## src/rtl/if_id_skid_buffer_pkg.sv

```systemverilog
// Shared fetch/decode pipeline types.
// Bundle layout, skid FSM states and the bubble instruction.
package if_id_skid_buffer_pkg;

  localparam int DATA_WIDTH = 32;

  localparam logic [DATA_WIDTH-1:0] NOP_INSTR =
    32'h0000_0013;

  typedef struct packed {
    logic [DATA_WIDTH-1:0] instr;
    logic [DATA_WIDTH-1:0] pc;
    logic [DATA_WIDTH-1:0] pc_plus4;
  } fetch_bundle_t;

  typedef enum logic [1:0] {
    EMPTY,
    ONE,
    FULL
  } skid_state_t;

endpackage

```

## src/rtl/if_id_skid_buffer.sv

```systemverilog
// IF/ID receiver: 2-entry valid/ready skid buffer.
// Head drives decode directly; skid absorbs one bundle on stall.
module if_id_skid_buffer #(
  parameter int DATA_WIDTH =
    if_id_skid_buffer_pkg::DATA_WIDTH,
  parameter logic [DATA_WIDTH-1:0] NOP_INSTR =
    if_id_skid_buffer_pkg::NOP_INSTR
) (
  input  logic                  clk,
  input  logic                  rst,
  input  logic                  flush_i,
  input  logic                  valid_i,
  output logic                  ready_o,
  input  logic [DATA_WIDTH-1:0] Instr_i,
  input  logic [DATA_WIDTH-1:0] PC_i,
  input  logic [DATA_WIDTH-1:0] PCPlus4_i,
  output logic                  valid_o,
  input  logic                  ready_i,
  output logic [DATA_WIDTH-1:0] Instr_o,
  output logic [DATA_WIDTH-1:0] PC_o,
  output logic [DATA_WIDTH-1:0] PCPlus4_o
);

  import if_id_skid_buffer_pkg::*;

  typedef struct packed {
    logic [DATA_WIDTH-1:0] instr;
    logic [DATA_WIDTH-1:0] pc;
    logic [DATA_WIDTH-1:0] pc_plus4;
  } ifid_t;

  skid_state_t state_q;
  skid_state_t state_d;

  ifid_t head_q;
  ifid_t head_d;
  ifid_t skid_q;
  ifid_t skid_d;
  ifid_t in_b;
  ifid_t nop_b;

  logic push;
  logic pop;

  assign in_b = '{
    instr:    Instr_i,
    pc:       PC_i,
    pc_plus4: PCPlus4_i
  };

  assign nop_b = '{
    instr:    NOP_INSTR,
    pc:       '0,
    pc_plus4: '0
  };

  // ready_o is a flop, so ready_i never reaches it.
  assign push = valid_i & ready_o;
  assign pop  = valid_o & ready_i;

  always_comb begin
    state_d = state_q;
    head_d  = head_q;
    skid_d  = skid_q;
    if (flush_i) begin
      state_d = EMPTY;
      head_d  = nop_b;
    end else begin
      unique case (state_q)
        EMPTY: begin
          if (push) begin
            state_d = ONE;
            head_d  = in_b;
          end
        end
        ONE: begin
          unique case ({push, pop})
            2'b11: begin
              head_d = in_b;
            end
            2'b10: begin
              state_d = FULL;
              skid_d  = in_b;
            end
            2'b01: begin
              state_d = EMPTY;
              head_d  = nop_b;
            end
            default: begin
              state_d = ONE;
            end
          endcase
        end
        FULL: begin
          if (pop) begin
            state_d = ONE;
            head_d  = skid_q;
          end
        end
        default: begin
          state_d = EMPTY;
          head_d  = nop_b;
        end
      endcase
    end
  end

  always_ff @(posedge clk) begin
    if (rst) begin
      state_q <= EMPTY;
      head_q  <= nop_b;
      skid_q  <= '0;
      valid_o <= 1'b0;
      ready_o <= 1'b1;
    end else begin
      state_q <= state_d;
      head_q  <= head_d;
      skid_q  <= skid_d;
      valid_o <= (state_d != EMPTY);
      ready_o <= (state_d != FULL);
    end
  end

  assign Instr_o   = head_q.instr;
  assign PC_o      = head_q.pc;
  assign PCPlus4_o = head_q.pc_plus4;

endmodule

```

## config.mk

```make
export PLATFORM = sky130hd
export DESIGN_NAME = if_id_skid_buffer
export DESIGN_NICKNAME = d
export VERILOG_FILES = /design/src/rtl/if_id_skid_buffer_pkg.sv /design/src/rtl/if_id_skid_buffer.sv
export SDC_FILE = /design/constraint.sdc
export NUM_CORES = 1
export LEC_CHECK = 0
export ABC_CLOCK_PERIOD_IN_PS = 1600
export BUFFER_PORTS_ARGS = -buffer_cell sky130_fd_sc_hd__buf_2
export CORE_MARGIN = 4
export CORE_UTILIZATION = 54
export DETAILED_ROUTE_END_ITERATION = 8
export PLACE_DENSITY = 0.8
export SLEW_MARGIN = 25
export SYNTH_ARGS = -nofsm -noshare
export SYNTH_HDL_FRONTEND = slang
export SYNTH_SLANG_ARGS = --single-unit
export TNS_END_PERCENT = 5
```

## constraint.sdc

```tcl
create_clock -name clk -period 1.6 [get_ports clk]
set_input_delay 0.16 -clock clk [delete_from_list [all_inputs] [get_ports clk]]
set_output_delay 0.16 -clock clk [all_outputs]
set_load 0.03 [all_outputs]
```

==> results of run 1 <==
-- area by class of cell --
type                            instances  share of cell area
Timing Repair Buffer                  261               0.165
Clock buffer                           23              0.0431
Antenna cell                            2            0.000471
Sequential cell                       196               0.369
Multi-Input combinational cell        600               0.392
Clock inverter                          6             0.00541
Tap cell                              211              0.0248
Inverter                                1            0.000353
-- repair_timing --
item / 4_1_cts / 5_1_grt
setup endpoints to repair: 124 / 63
hold endpoints to repair: 35 / 0
pin swaps: 0 / 2
gates resized for setup: 3 / 2
hold buffers: 35 / 0
-- routing by layer --
metal / GRT usage / wire (µm) / vias up
li1: - / - / 3584
met3: 0.0525 / 1460 / 43
met1: 0.332 / 9870 / 3505
met4: 0.0937 / 583 / 2
met2: 0.378 / 10200 / 282
met5: 0 / 13 / -
-- sequential cells by signal, indices dropped and copies added (netlist names) --
register   count
PC_o          32
valid_o        1
PCPlus4_o     32
ready_o        1
state_q        2
skid_q        96
Instr_o       32
-- worst reg2reg max path, cell delays in order (launching register included) --
cell	delay, ps
dfxtp_1	320
buf_4	170
xor2_2	190
a22oi_2	310
buf_6	310
o22ai_1	120
-- stage by stage --
step / setup WS, ps / hold slack [ps] / utilization / instance area [µm²] / instances
final: 43.1 / 14.7 / 0.694 / 10600 / 1300
after global routing: -27.4 / 2.26 / 0.694 / 10600 / 1299
after CTS: 7.49 / 0.216 / 0.693 / 10600 / 1298
after detailed placement: -93.9 / 440 / 0.636 / 9740 / 1234
after global placement: 20.4 / 436 / 0.636 / 9740 / 1234
after floorplan: 50.7 / 315 / - / 8520 / 893
-- where the power goes --
| group | leakage (nW) | switching, mW | internal [mW] |
|---|---|---|---|
| Clock | 0.253 | 1.74 | 2.15 |
| Sequential | 1.59 | 0.0668 | 5.00 |
| Combinational | 2.11 | 0.786 | 0.570 |
| Total | 3.95 | 2.59 | 7.72 |
-- kinds of logic after synthesis --
logic type	Yosys count
multiplexers	97
AO/OA/AOI/OAI	199
flip-flops	196
buffers and inverters	97
AND/OR/NAND/NOR	303
XOR/XNOR	1
-- final timing paths --
kind / from / to / slack, ps / cells after the start
max: state_q[0] / Instr_o[10] / 40 / 5
min: PC_i[17] / skid_q[49] / 10 / 3
max reg2reg: state_q[0] / Instr_o[10] / 40 / 5
min reg2reg: PC_o[20] / PC_o[20] / 470 / 2
-- layout by cell type, fill, tap and decap left out, drive strengths merged, types with 8 or more instances in the layout --
cell	count
nor2	8
buf	226
dlygate4sd3	35
nand2	96
clkbuf	23
o22ai	93
a32oi	93
dfxtp	196
mux2i	97
nand2b	192
==> impl_metrics.json, run 1 <==
{
  "path_cells": "buf_4, xor2_2, a22oi_2, buf_6, o22ai_1",
  "syn_avg_cell_area_um2": 9.54,
  "fin_nets": 1178,
  "cpPeakStageDelay_ps": 320,
  "drc": 0,
  "crit_type": "reg2reg",
  "grt_pass1_wl_um": 36000,
  "synth_cell_type_count": 28,
  "ys_top_cells_by_area": "dfxtp_1, nand2b_1, mux2i_1",
  "cts_htree_levels": 4,
  "synth_top_family_by_area": "simple AND/OR/NAND/NOR gates",
  "yosysMostFrequentCell": "dfxtp_1",
  "die_w_um": 134,
  "worstMarginPinSlew_ps": 605,
  "syn_area_um2": 8520,
  "path_clk_slew_ps": 70,
  "clock_latency_ps": 420,
  "crit_family": "buffers and inverters",
  "start_util": 0.556,
  "postSynthCellCount": 893,
  "cts_root_buf": "clkbuf_16",
  "min_period_ps": 1560,
  "track_usage": 0.243,
  "synth_fa_ha_area_frac": 0,
  "async_flop_share": 0,
  "ys_top_cells_by_count": "dfxtp_1, nand2b_1, mux2i_1",
  "p_per_area_nw_per_um2": 970,
  "synth_xor_area_frac": 0.00103,
  "tns_ps": 0,
  "start_kind": "register",
  "status": "finished clean",
  "synth_top_area_cell": "dfxtp_1",
  "rows": 45,
  "crit_buf_inv": 2,
  "final-hold-violation-count": 0,
  "drive_gt1_frac": 0.240,
  "synth_top_cell_area_share": 0.461,
  "drv_cap": 0,
  "slew-limit-headroom": 0.597,
  "hold_path_class": "in2reg",
  "cts_sinks": 196,
  "multiInputGateArea_um2": 4170,
  "slew_violations": 0,
  "irDropWorstVdd_mv": 0.753,
  "drt_wl_total_um": 22100,
  "regArea_um2": 3930,
  "dp_hpwl_um": 13300,
  "ant_nets": 0,
  "cp_slowest_cell": "dfxtp_1",
  "dr.pass1.iters": 5,
  "synth_edf_count": 0,
  "critPathCaptureType": "register",
  "critPathRequiredTime_ps": 1890,
  "cts_tree": "yes",
  "die_area_um2": 17800,
  "synth_ff_type": "dfxtp_1",
  "p_leak_nw": 3.95,
  "fin_total_pwr_mw": 10.3,
  "io_pins": 199,
  "die_h_um": 134,
  "fillers": 1215,
  "syn_nets": 994,
  "setup_viol": 0,
  "grt_max_degree": 193,
  "clock_path_buffers": 2,
  "yosysWarnings": 0,
  "area_delta_synth_final_pct": 24.8,
  "synthSimpleGateAreaFrac": 0.193,
  "portBuffers": 198,
  "gp_congestion": 0.768,
  "rsz0062_at_grt": "true",
  "muxShareOfSynthArea": 0.114,
  "arrival_ps": 1840,
  "grt_pass1_vias": 7254,
  "min_period_over_period": 0.973,
  "ys_seq_elements": 196,
  "postCtsSetupRepairBufs": 0,
  "final.setup_skew_ps": 7.11,
  "vias": 7416,
  "vias_per_cell": 5.70,
  "wl_per_cell_um": 17.0,
  "critPathMaxFanout": 29,
  "antenna_found_initial": 2,
  "first_iter_violations": 576,
  "synth_seq_area_share": 0.461,
  "synth_compound_area_frac": 0.176,
  "core_area_um2": 15300,
  "cts_buffers": 17,
  "grt_remaining_overflow": 0,
  "fmax_ghz": 0.642
}
No activity file was read; power rests on OpenSTA's default activity.
==> run 2: changes to the inputs <==
==> constraint.sdc (replaced) <==
create_clock -name clk -period 1.6 [get_ports clk]
set_input_delay 0.32 -clock clk [delete_from_list [all_inputs] [get_ports clk]]
set_output_delay 0.32 -clock clk [all_outputs]
set_load 0.03 [all_outputs]
==> run 2 against run 1 <==
  * Cell count is 1.2% lower
  * Sequential cell count unchanged
  * Hold slack better by 140 ps
  * Final area down 0.60%
  * Sequential power about the same
  * Worst setup slack improved by 13 ps
  * Combinational power about the same
  * Critical path depth up 2
  * Sequential share of layout area increased by 0.22 points
  * Register-to-register slack about the same
  * Die area did not move
  * Critical path type unchanged
==> impl_metrics.json, run 2 (same netlist as run 1, synthesis figures left out) <==
{
  "largest_register_ff_count": 96,
  "slew_violations": 0,
  "critPathCaptureType": "register",
  "rows": 45,
  "dp_hpwl_um": 14200,
  "setup_viol": 0,
  "io_pins": 199,
  "cts_tree": "yes",
  "power_switching_mw": 2.74,
  "status": "finished clean",
  "ant_nets": 0,
  "drive_gt1_frac": 0.267,
  "critPathMaxFanout": 20,
  "clock_latency_ps": 430,
  "area_delta_synth_final_pct": 24.1,
  "arrival_ps": 1830,
  "crit_type": "reg2reg",
  "worstHoldEndpoint": "skid_q[92]",
  "r2r_end": "PC_o[10]",
  "pwr-share-clk": 0.410,
  "drt_wl_total_um": 22600,
  "p_int_mw": 8.15,
  "cts_root_buf": "clkbuf_16",
  "path_clk_slew_ps": 70,
  "fillers": 1210,
  "hold_path_class": "in2reg",
  "ctsHoldBuffers": 0,
  "grt_pass1_vias": 6948,
  "p_leak_nw": 3.97,
  "tns_ps": 0,
  "vias": 7478,
  "final_cell_mix": "buf_2, dfxtp_1, nand2b_1",
  "final-hold-violation-count": 0,
  "timing.hold.ws_ps": 159,
  "gp_congestion": 0.765,
  "grt_remaining_overflow": 0,
  "start_kind": "register",
  "regMostFlops": "skid_q",
  "dpl_cell_area_um2": 9880,
  "worstHoldStart": "Instr_i[28]",
  "cts_buffers": 17,
  "min_period_ps": 1540,
  "dr.pass1.iters": 6,
  "portBuffers": 198,
  "die_w_um": 134,
  "fin_nets": 1161,
  "reg2reg_from": "state_q[0]",
  "cts_sinks": 196,
  "r2r_setup_slack_ps": 60,
  "finalInstanceArea_um2": 10600,
  "combPwrFrac": 0.124,
  "wl_per_cell_um": 17.6,
  "die_h_um": 134,
  "p_seq_frac": 0.465,
  "start_util": 0.556,
  "grt_pass1_wl_um": 35200,
  "final_common_cell": "buf_2",
  "clock_path_buffers": 2,
  "switching_share": 0.252,
  "holdPathStages": 3,
  "critPathRequiredTime_ps": 1890,
  "track_usage": 0.239,
  "die_area_um2": 17800,
  "core_area_um2": 15300,
  "irDropWorstVdd_mv": 0.899,
  "final.setup_skew_ps": 6.87,
  "first_iter_violations": 609,
  "slew-limit-headroom": 0.700,
  "drv_cap": 0,
  "vias_per_cell": 5.82,
  "reg2reg_depth": 7,
  "drc": 0,
  "worstMarginPinSlew_ps": 450,
  "p_per_area_nw_per_um2": 1030,
  "grt_max_degree": 131,
  "antenna_found_initial": 2,
  "min_period_over_period": 0.965,
  "cts_htree_levels": 4,
  "rsz0062_at_grt": "true",
  "fmax_ghz": 0.648
}
[run 2: changes by cell type in the layout (fill, tap and decap cells not counted), sizes merged]
| cell | change |
|---|---|
| and4b | +1 |
| dlygate4sd3 | -35 |
| clkbuf | -2 |
| inv | +2 |
| clkinvlp | +1 |
| diode | -1 |
| clkinv | +1 |
| bufinv | +2 |
| buf | +16 |
[run 2: power by group through the flow]
stage	Clock, mW	Combinational (mW)	Sequential (mW)
2_1_floorplan	0	0.653	5.34
3_3_place_gp	0	1.31	5.17
3_5_place_dp	0	1.33	5.17
4_1_cts	4.52	1.33	5.07
5_1_grt	4.72	1.44	5.08
6_report	4.47	1.35	5.07
[run 2: worst max path at each step]
stage | endpoint | slack, ps | depth (start not counted) | start
floorplan | skid_q[54] | 50 | 6 | valid_o
global placement | skid_q[27] | 20 | 6 | ready_i
detailed placement | skid_q[78] | -70 | 6 | ready_i
CTS | PC_o[10] | 5 | 6 | state_q[0]
global route | skid_q[36] | -40 | 5 | state_q[0]
finish | PC_o[10] | 60 | 7 | state_q[0]
[run 2: per-stage QoR]
step	total power, mW	std cells	worst slack [ps]	util
2_1_floorplan	5.99	893	50.7	-
3_3_place_gp	6.49	1248	16.8	0.645
3_5_place_dp	6.50	1248	-74.7	0.645
4_1_cts	10.9	1280	5.38	0.685
5_1_grt	11.2	1285	-38.0	0.690
6_report	10.9	1285	56.1	0.690
[run 2: final cells by class]
| cell class | count | area, µm² | share of cell area |
|---|---|---|---|
| antenna | 1 | 2.50 | 0.000237 |
| clock buffer | 20 | 467 | 0.0442 |
| clock inverter | 12 | 151 | 0.0143 |
| inverter | 1 | 3.75 | 0.000355 |
| multi-input combinational | 601 | 4180 | 0.395 |
| sequential | 196 | 3930 | 0.372 |
| tap | 211 | 264 | 0.0250 |
| timing repair buffer | 243 | 1570 | 0.149 |
[run 2: per-layer routing]
layer,vias to the layer above,track usage,part of all wire
met5,-,0,0.00057
met4,2,0.0937,0.025
met3,39,0.0483,0.077
met2,325,0.380,0.47
met1,3557,0.322,0.43
li1,3555,-,-
[run 2: timing repair]
action,in CTS,in global routing
pin swaps,0,1
endpoints found under the hold margin,0,0
gates resized for setup,1,2
gates cloned,0,2
setup endpoints to repair,22,174
setup buffers,0,2
[run 2: critical path: stages (launching register included)]
cell     delay, ps
dfxtp_1        310
buf_4          180
xor2_2         190
a22oi_2        170
buf_4          170
buf_12         180
buf_12         130
o22ai_1         70
